==> src/rtl/mem_serial_reader_if.sv <==
// Bus bundle for mem_serial_reader: array write port, frame control and
// the 1-bit serial output stream with its valid/ready handshake.
//
// Serial handshake: ser_valid says ser_out/ser_last hold a bit; the bit
// transfers on a rising edge where ser_valid && ser_ready. While ser_valid
// is high and ser_ready is low the producer holds ser_out and ser_last
// stable. ser_ready may change freely; it never depends on ser_valid.
interface mem_serial_reader_if #(
  parameter int WIDTH = 3,
  parameter int DEPTH = 2
);
  localparam int AW = $clog2(DEPTH);

  logic             wr_en;
  logic [AW-1:0]    wr_addr;
  logic [WIDTH-1:0] wr_data;
  logic             start;
  logic             busy;
  logic             ser_out;
  logic             ser_valid;
  logic             ser_ready;
  logic             ser_last;
  logic             done;
  logic [1:0]       fsm_state;

  // master: the surrounding logic / bench; slave: the reader itself
  modport master (
    output wr_en, wr_addr, wr_data, start, ser_ready,
    input  busy, ser_out, ser_valid, ser_last, done, fsm_state
  );

  modport slave (
    input  wr_en, wr_addr, wr_data, start, ser_ready,
    output busy, ser_out, ser_valid, ser_last, done, fsm_state
  );
endinterface

==> src/rtl/mem_serial_reader.sv <==
// mem_serial_reader: DEPTH x WIDTH array that, on start, streams every word
// from address 0 upward MSB first over a 1-bit valid/ready interface.
// Optional feature macro: PARITY_EN appends an even-parity bit to each word
// (ser_last then marks the parity bit).
// fsm_state on the bus exposes the FSM encoding (IDLE/LOAD/SHIFT/DONE = 0..3).
module mem_serial_reader #(
  parameter int WIDTH = 3,
  parameter int DEPTH = 2
) (
  input  logic                clk,
  input  logic                rst_n,
  mem_serial_reader_if.slave  bus
);
  localparam int AW = $clog2(DEPTH);
`ifdef PARITY_EN
  localparam int SW = WIDTH + 1;
`else
  localparam int SW = WIDTH;
`endif
  localparam int CW = $clog2(SW + 1);

  localparam logic [1:0] S_IDLE  = 2'd0;
  localparam logic [1:0] S_LOAD  = 2'd1;
  localparam logic [1:0] S_SHIFT = 2'd2;
  localparam logic [1:0] S_DONE  = 2'd3;

  localparam logic [AW-1:0] LAST_ADDR = AW'(DEPTH - 1);
  localparam logic [CW-1:0] CNT_INIT  = CW'(SW - 1);

  logic [1:0]       state;
  logic [AW-1:0]    addr;
  logic [CW-1:0]    bitcnt;
  logic [SW-1:0]    shreg;
  logic [WIDTH-1:0] mem [DEPTH];
  logic [WIDTH-1:0] rd_word;
  logic [SW-1:0]    load_val;
  logic             xfer;
  logic             word_end;

  assign rd_word = mem[addr];
`ifdef PARITY_EN
  assign load_val = {rd_word, ^rd_word};
`else
  assign load_val = rd_word;
`endif

  assign xfer     = (state == S_SHIFT) && bus.ser_ready;
  assign word_end = xfer && (bitcnt == '0);

  // Array write port: not reset, so contents survive rst_n; the FSM reads
  // the pre-edge value, giving read-before-write on a same-cycle LOAD.
  always_ff @(posedge clk) begin
    if (bus.wr_en && (int'(bus.wr_addr) < DEPTH)) begin
      mem[bus.wr_addr] <= bus.wr_data;
    end
  end

  // Frame FSM with address, bit counter and shift register.
  always_ff @(posedge clk or negedge rst_n) begin
    if (!rst_n) begin
      state  <= S_IDLE;
      addr   <= '0;
      bitcnt <= '0;
      shreg  <= '0;
    end else begin
      case (state)
        S_IDLE: begin
          if (bus.start) begin
            addr  <= '0;
            state <= S_LOAD;
          end
        end
        S_LOAD: begin
          shreg  <= load_val;
          bitcnt <= CNT_INIT;
          state  <= S_SHIFT;
        end
        S_SHIFT: begin
          if (xfer) begin
            shreg <= shreg << 1;
            if (word_end) begin
              if (addr == LAST_ADDR) begin
                state <= S_DONE;
              end else begin
                addr  <= addr + 1'b1;
                state <= S_LOAD;
              end
            end else begin
              bitcnt <= bitcnt - 1'b1;
            end
          end
        end
        default: begin
          state <= S_IDLE;
        end
      endcase
    end
  end

  // Outputs decode directly from state so reset clears them without a clock.
  assign bus.busy      = (state != S_IDLE);
  assign bus.ser_valid = (state == S_SHIFT);
  assign bus.ser_out   = bus.ser_valid & shreg[SW-1];
  assign bus.ser_last  = bus.ser_valid && (bitcnt == '0);
  assign bus.done      = (state == S_DONE);
  assign bus.fsm_state = state;
endmodule

==> src/flat_wrapper.sv <==
// flat-port wrapper written by rule: the top's interface ports become plain ports
module mem_serial_reader_flat 
#(
  parameter int WIDTH = 3,
  parameter int DEPTH = 2
)
  (clk, rst_n, bus_wr_en, bus_wr_addr, bus_wr_data, bus_start, bus_ser_ready, bus_busy, bus_ser_out, bus_ser_valid, bus_ser_last, bus_done, bus_fsm_state);
  mem_serial_reader_if #(.WIDTH(WIDTH), .DEPTH(DEPTH)) bus_i ();
  input  logic clk;
  input  logic rst_n;
  input wire logic [$bits(bus_i.wr_en)-1:0] bus_wr_en;
  input wire logic [$bits(bus_i.wr_addr)-1:0] bus_wr_addr;
  input wire logic [$bits(bus_i.wr_data)-1:0] bus_wr_data;
  input wire logic [$bits(bus_i.start)-1:0] bus_start;
  input wire logic [$bits(bus_i.ser_ready)-1:0] bus_ser_ready;
  output wire logic [$bits(bus_i.busy)-1:0] bus_busy;
  output wire logic [$bits(bus_i.ser_out)-1:0] bus_ser_out;
  output wire logic [$bits(bus_i.ser_valid)-1:0] bus_ser_valid;
  output wire logic [$bits(bus_i.ser_last)-1:0] bus_ser_last;
  output wire logic [$bits(bus_i.done)-1:0] bus_done;
  output wire logic [$bits(bus_i.fsm_state)-1:0] bus_fsm_state;
  assign bus_i.wr_en = bus_wr_en;
  assign bus_i.wr_addr = bus_wr_addr;
  assign bus_i.wr_data = bus_wr_data;
  assign bus_i.start = bus_start;
  assign bus_i.ser_ready = bus_ser_ready;
  assign bus_busy = bus_i.busy;
  assign bus_ser_out = bus_i.ser_out;
  assign bus_ser_valid = bus_i.ser_valid;
  assign bus_ser_last = bus_i.ser_last;
  assign bus_done = bus_i.done;
  assign bus_fsm_state = bus_i.fsm_state;
  mem_serial_reader #(.WIDTH(WIDTH), .DEPTH(DEPTH)) u_core (.clk(clk), .rst_n(rst_n), .bus(bus_i));
endmodule
==> config.mk <==
export PLATFORM = sky130hd
export DESIGN_NAME = mem_serial_reader_flat
export DESIGN_NICKNAME = d
export VERILOG_FILES = /design/src/rtl/mem_serial_reader_if.sv /design/src/rtl/mem_serial_reader.sv /design/src/flat_wrapper.sv
export SDC_FILE = /design/constraint.sdc
export NUM_CORES = 1
export LEC_CHECK = 0
export BUFFER_PORTS_ARGS = -buffer_cell sky130_fd_sc_hd__buf_2
export CAP_MARGIN = 20
export CORE_MARGIN = 5
export CORE_UTILIZATION = 51
export DETAILED_ROUTE_END_ITERATION = 8
export PLACE_DENSITY = 0.75
export SYNTH_ARGS = -nofsm -noshare
export SYNTH_HDL_FRONTEND = slang
export SYNTH_SLANG_ARGS = --single-unit
==> constraint.sdc <==
create_clock -name clk -period 1.9 [get_ports clk]
set_clock_uncertainty 0.2 [all_clocks]
set_input_delay 0.38 -clock clk [delete_from_list [all_inputs] [get_ports clk]]
set_output_delay 0.38 -clock clk [all_outputs]
set_load 0.03 [all_outputs]
* After elaboration in Yosys (flattened, before gate mapping) *
Memory sizes are Yosys's and may differ from the RTL's.
Cells that the tools add are included.

cells by class
  add/subtract/negate cells = 2
  eq/ne operators = 7
  mux-type cells = 17
  bitwise operators = 1
  reductions and logical operators = 12

operators by type and width
  kind                   number
  $mux W2                6
  $ne A2 B2 Y1 const B   4
  $mux W1                6
  $pmux W2 S3            1
  $pmux W3 S2            1
  $reduce_and A3 Y1      2
  $reduce_bool A2 Y1     3
  $eq A2 B2 Y1 const B   2
  $logic_not A2 Y1       2
  $pmux W2 S2            1
  $reduce_and A4 Y1      1
  $logic_and A1 B1 Y1    3
  $mux W3                1
  $eq A2 B1 Y1 const B   1
  $pmux W1 S2            1
  $reduce_and A2 Y1      1
  $sub A2 B1 Y2 const B  1
  $add A1 B1 Y1 const B  1
  $and A1 B1 Y1          1

storage, ports and cells
  flip-flop bits (word level) = 8
  RAM bits = 6
  input port bits = 9
  output and inout bits = 7
  word-level logic and storage cells = 44
  memories kept = 1

memories
  name        words  bits a word  rd ports  clocked after Yosys merged registers in  write ports  line                     source
  u_core.mem  2      3            1         0                                        1            mem_serial_reader.sv:34  logic [WIDTH-1:0] mem [DEPTH];

* Depth between registers and ports, before layout *
  word-level depth = 6
  gate-level depth with buffers = 6
  gate-level depth less buffers = 5

* Worst setup path before layout *
Ideal clock, no wire load.

  path kind = flip-flop to output port
  start = register u_core.state[0] (netlist: u_core.bus.fsm_state[0])
  end = output port bus_ser_out
  data arrival time = 1.634 ns
  required time = 1.320 ns
  slack = -0.314 ns
  stages on the path, launching flop included = 5
  buffers on the path = 1
  cells stage by stage = dfrtp_1 > inv_1 > ha_1 > buf_2 > and2_1

on the way
  cells in the longest elaborated chain, start to end = 2

RTL lines
  what                      line                      source
  start: declaration        mem_serial_reader.sv:30   logic [1:0] state;
  start signal: assignment  mem_serial_reader.sv:61   state <= S_IDLE;
  start signal: assignment  mem_serial_reader.sv:70   state <= S_LOAD;
  start signal: assignment  mem_serial_reader.sv:76   state <= S_SHIFT;
  $eq A2 B2 Y1              mem_serial_reader.sv:102  assign bus.ser_valid = (state == S_SHIFT);
  named net bus_ser_valid   flat_wrapper.sv:18        output wire logic [$bits(bus_i.ser_valid)-1:0] bus_ser_valid;
  $and A1 B1 Y1             mem_serial_reader.sv:103  assign bus.ser_out = bus.ser_valid & shreg[SW-1];
  end: declaration          flat_wrapper.sv:17        output wire logic [$bits(bus_i.ser_out)-1:0] bus_ser_out;

The timed path passes the listed nets, and every way through them passes these cells.

* Worst setup path in the final report *
  start = register u_core.state[1] (netlist: u_core.bus.fsm_state[1])
  end = output port bus_ser_last

on the way
  cells in the longest elaborated chain, start to end = 2

RTL lines
  what                 line                      source
  $eq A2 B2 Y1         mem_serial_reader.sv:102
  $logic_and A1 B1 Y1  mem_serial_reader.sv:104  assign bus.ser_last = bus.ser_valid && (bitcnt == '0);
  end: declaration     flat_wrapper.sv:19        output wire logic [$bits(bus_i.ser_last)-1:0] bus_ser_last;

No other way between the ends.

==> flow_metrics.tcl <==
set metrics [dict create \
    timing.critical_path.arrival_ps 1260 \
    filler_cell_count_in_the_final_layout 93 \
    synthTopCellsByArea "dfrtp_1, edfxtp_1, ha_1" \
    clockRootBuffer "clkbuf_4" \
    path_max_fanout 7 \
    fp-row-count 13 \
    reg2reg_slack_ps 180 \
    fin_total_pwr_mw 1.37 \
    tightestPinTransition_ps 276 \
    mappedNetlistNets 80 \
    largest_net_degree_at_the_start_of_global_routing 9 \
    worst_path_class_setup "flop to primary output" \
    number_of_instances_in_the_synthesized_netlist 65 \
    worstHoldPathType "input pin to flop" \
    die_width_um 48.3 \
    drtIter0Drc 3 \
    areaGrowthSynthToFinish_pct 25.3 \
    post_route_fraction_of_the_period_consumed_by_the_critical_path_pct 96.8 \
    drcViolationCount 0 \
    multi_input_comb_area_um2 354 \
    reg2reg_to "u_core.bus.fsm_state[1]" \
    final_hold_viol_count 0 \
    r2r.worst_path.cells 5 \
    dp_hpwl_um 956 \
    port_buffers 15 \
    flops_latches_synth 14 \
    worst_setup_hold_path_clk_slew_ps 80 \
    syn-cell-area_um2 747 \
    yosys_most_used_dff "dfrtp_1" \
    register_area_um2 383 \
    worst-endpoint-required_ps 1320 \
    critical_path.reg2reg.startpoint "u_core.bus.fsm_state[1]" \
    drv_slew 0 \
    synth.yosys.warnings 0 \
    worst_ir_drop_vdd_v 0.000765 \
    timing.setup.tns_ps 0 \
    power_density_nw_per_um2 1470 \
    synth_edf_count 6 \
    routed_via_density 5.48 \
    max_freq_mhz 544 \
    yosys.cell_count.top_type "dfrtp_1" \
    dieHeight_um 48.3 \
    finish.net_count 104 \
    relSlewSlack_pct 81.6 \
    gp_routability_congestion 0.756 \
    fraction_of_synthesis_flops_using_an_asynchronous_set_or_reset_pin_pct 57.1 \
    finalCriticalPeriod_ps 1840 \
    starting_density_of_the_core_pct 55.3 \
    grt_pass1_vias 551 \
    design.portCount 16 \
    ctsHtreeMaxLevel 1 \
    static-leakage-power_nw 0.437 \
    synth_seq_area_share_pct 50.9 \
    grt_first_pass_wirelength_um 2280 \
    crit_end "bus_ser_last" \
    numCtsBuffers 3 \
    status "completed" \
    number_of_antenna_violations_at_the_first_check_in_global_routing 0 \
    post-synth-top-area-fraction_pct 26.8 \
    cts.sink_count 14 \
    num_vias 564 \
    die_area_um2 2330 \
    report.final.setup_viol 0 \
    grt_util_all_layers_pct 15.1 \
    core_region_area_um2 1350 \
    grt-ovfl-total 0 \
    post_synth.cell_area_avg_um2 11.5 \
    setup_crit_end_kind "primary output" \
    start_kind "flop" \
    drive_above_1_share_pct 36.4 \
    diodes 0 \
    crit_start "u_core.bus.fsm_state[1]" \
    ctsLongestPathBuffers 2 \
    postRouteAntennaNets 0 \
    wire_per_inst_um 13.2 \
    timing.max_cap.violations 0 \
    drt_wl_total_um 1360 \
    grt_setup_unrepaired "no" \
    drt_pass1_iterations 2 \
    tritoncts_clock_tree "built" \
    worst_skew_pair.late_latency_ps 270 \
    count_of_distinct_cell_types_in_the_synthesized_netlist 23 \
    synth_common_cells "dfrtp_1, edfxtp_1, ha_1, inv_1, mux2i_1" \
    post-synth-top-area-cell "dfrtp_1" \
]
==> power by group <==
group          internal (mW)  switching, mW  total, mW
clock network         0.0761         0.0868      0.163
logic                  0.334          0.413      0.747
registers              0.402         0.0629      0.465
total                  0.812          0.563       1.37
==> how the worst min path moves through the flow <==
stage                    from                      end  slack [ps]  cells after the start
2_1_floorplan           rst_n              u_core.addr        -120                      0
3_3_place_gp            rst_n  u_core.bus.fsm_state[1]          30                      1
3_5_place_dp            rst_n  u_core.bus.fsm_state[1]          30                      1
4_1_cts        bus_wr_data[2]         u_core.mem[1][2]          80                      1
5_1_grt        bus_wr_data[2]         u_core.mem[0][2]          80                      1
6_report       bus_wr_data[2]         u_core.mem[1][2]          90                      1
==> cell type report <==
class                           instances  area share, %
Inverter                                6           2.41
Sequential cell                        14           40.9
Clock inverter                          1          0.401
Clock buffer                            3           2.41
Timing Repair Buffer                   21           14.0
Multi-Input combinational cell         43           37.8
Tap cell                               15           2.01
==> critical path: stages, from the launching register on <==
cell and delay [ps]:
dfrtp_2 460, ha_4 200, and2_2 190, buf_6 130
==> sequential cells by signal, summed over array words and instances, names as in the netlist <==
signal	flops
u_core.bitcnt	2
u_core.addr	1
u_core.mem	6
u_core.bus.fsm_state	2
u_core.shreg	3
==> cell families (layout without fill, tap and decap cells) <==
kind of cell,after synthesis,count (layout),synth area share [%]
and+or+nand+nor,16,16,12.1
muxes,7,7,9.55
DFF,14,14,50.9
buffers and inverters,8,31,4.35
AOI/OAI and AO/OA,14,14,13.1
adders and majority gates,6,6,10.0
==> layer usage <==
metal	vias up	wire length [um]	track usage [%]
li1	275	-	-
met1	271	536	15.7
met2	13	714	26.8
met3	5	69	3.32
met4	0	35	9.68
met5	-	0	0
==> layout by cell type (no fill, tap or decap), types with 3 or more instances in the layout <==
cell and instances:
nor2_1 3, inv_1 5, edfxtp_1 6, dfrtp_1 6, clkbuf_4 3, mux2i_1 6, buf_2 13, ha_1 3
buf_4 6, o21ai_0 4
==> through the flow <==
step	util, %	setup WS, ps	instances	instance area [um2]	hold WS, ps
finish	69.3	60.2	103	936	90.6
global route	69.3	2.99	103	936	79.1
CTS	67.5	13.2	101	911	77.4
detailed placement	62.7	154	93	847	33.5
global placement	62.7	142	93	847	32.0
floorplan	-	15.0	65	763	-116
==> repair_timing <==
action	in CTS	in global routing
setup buffers	3	2
endpoints found under the hold margin	8	0
pin swaps	0	1
endpoints found under the setup margin	4	3
resized for setup	3	4
hold buffers	1	0
Power figures use the tool's default switching activity.
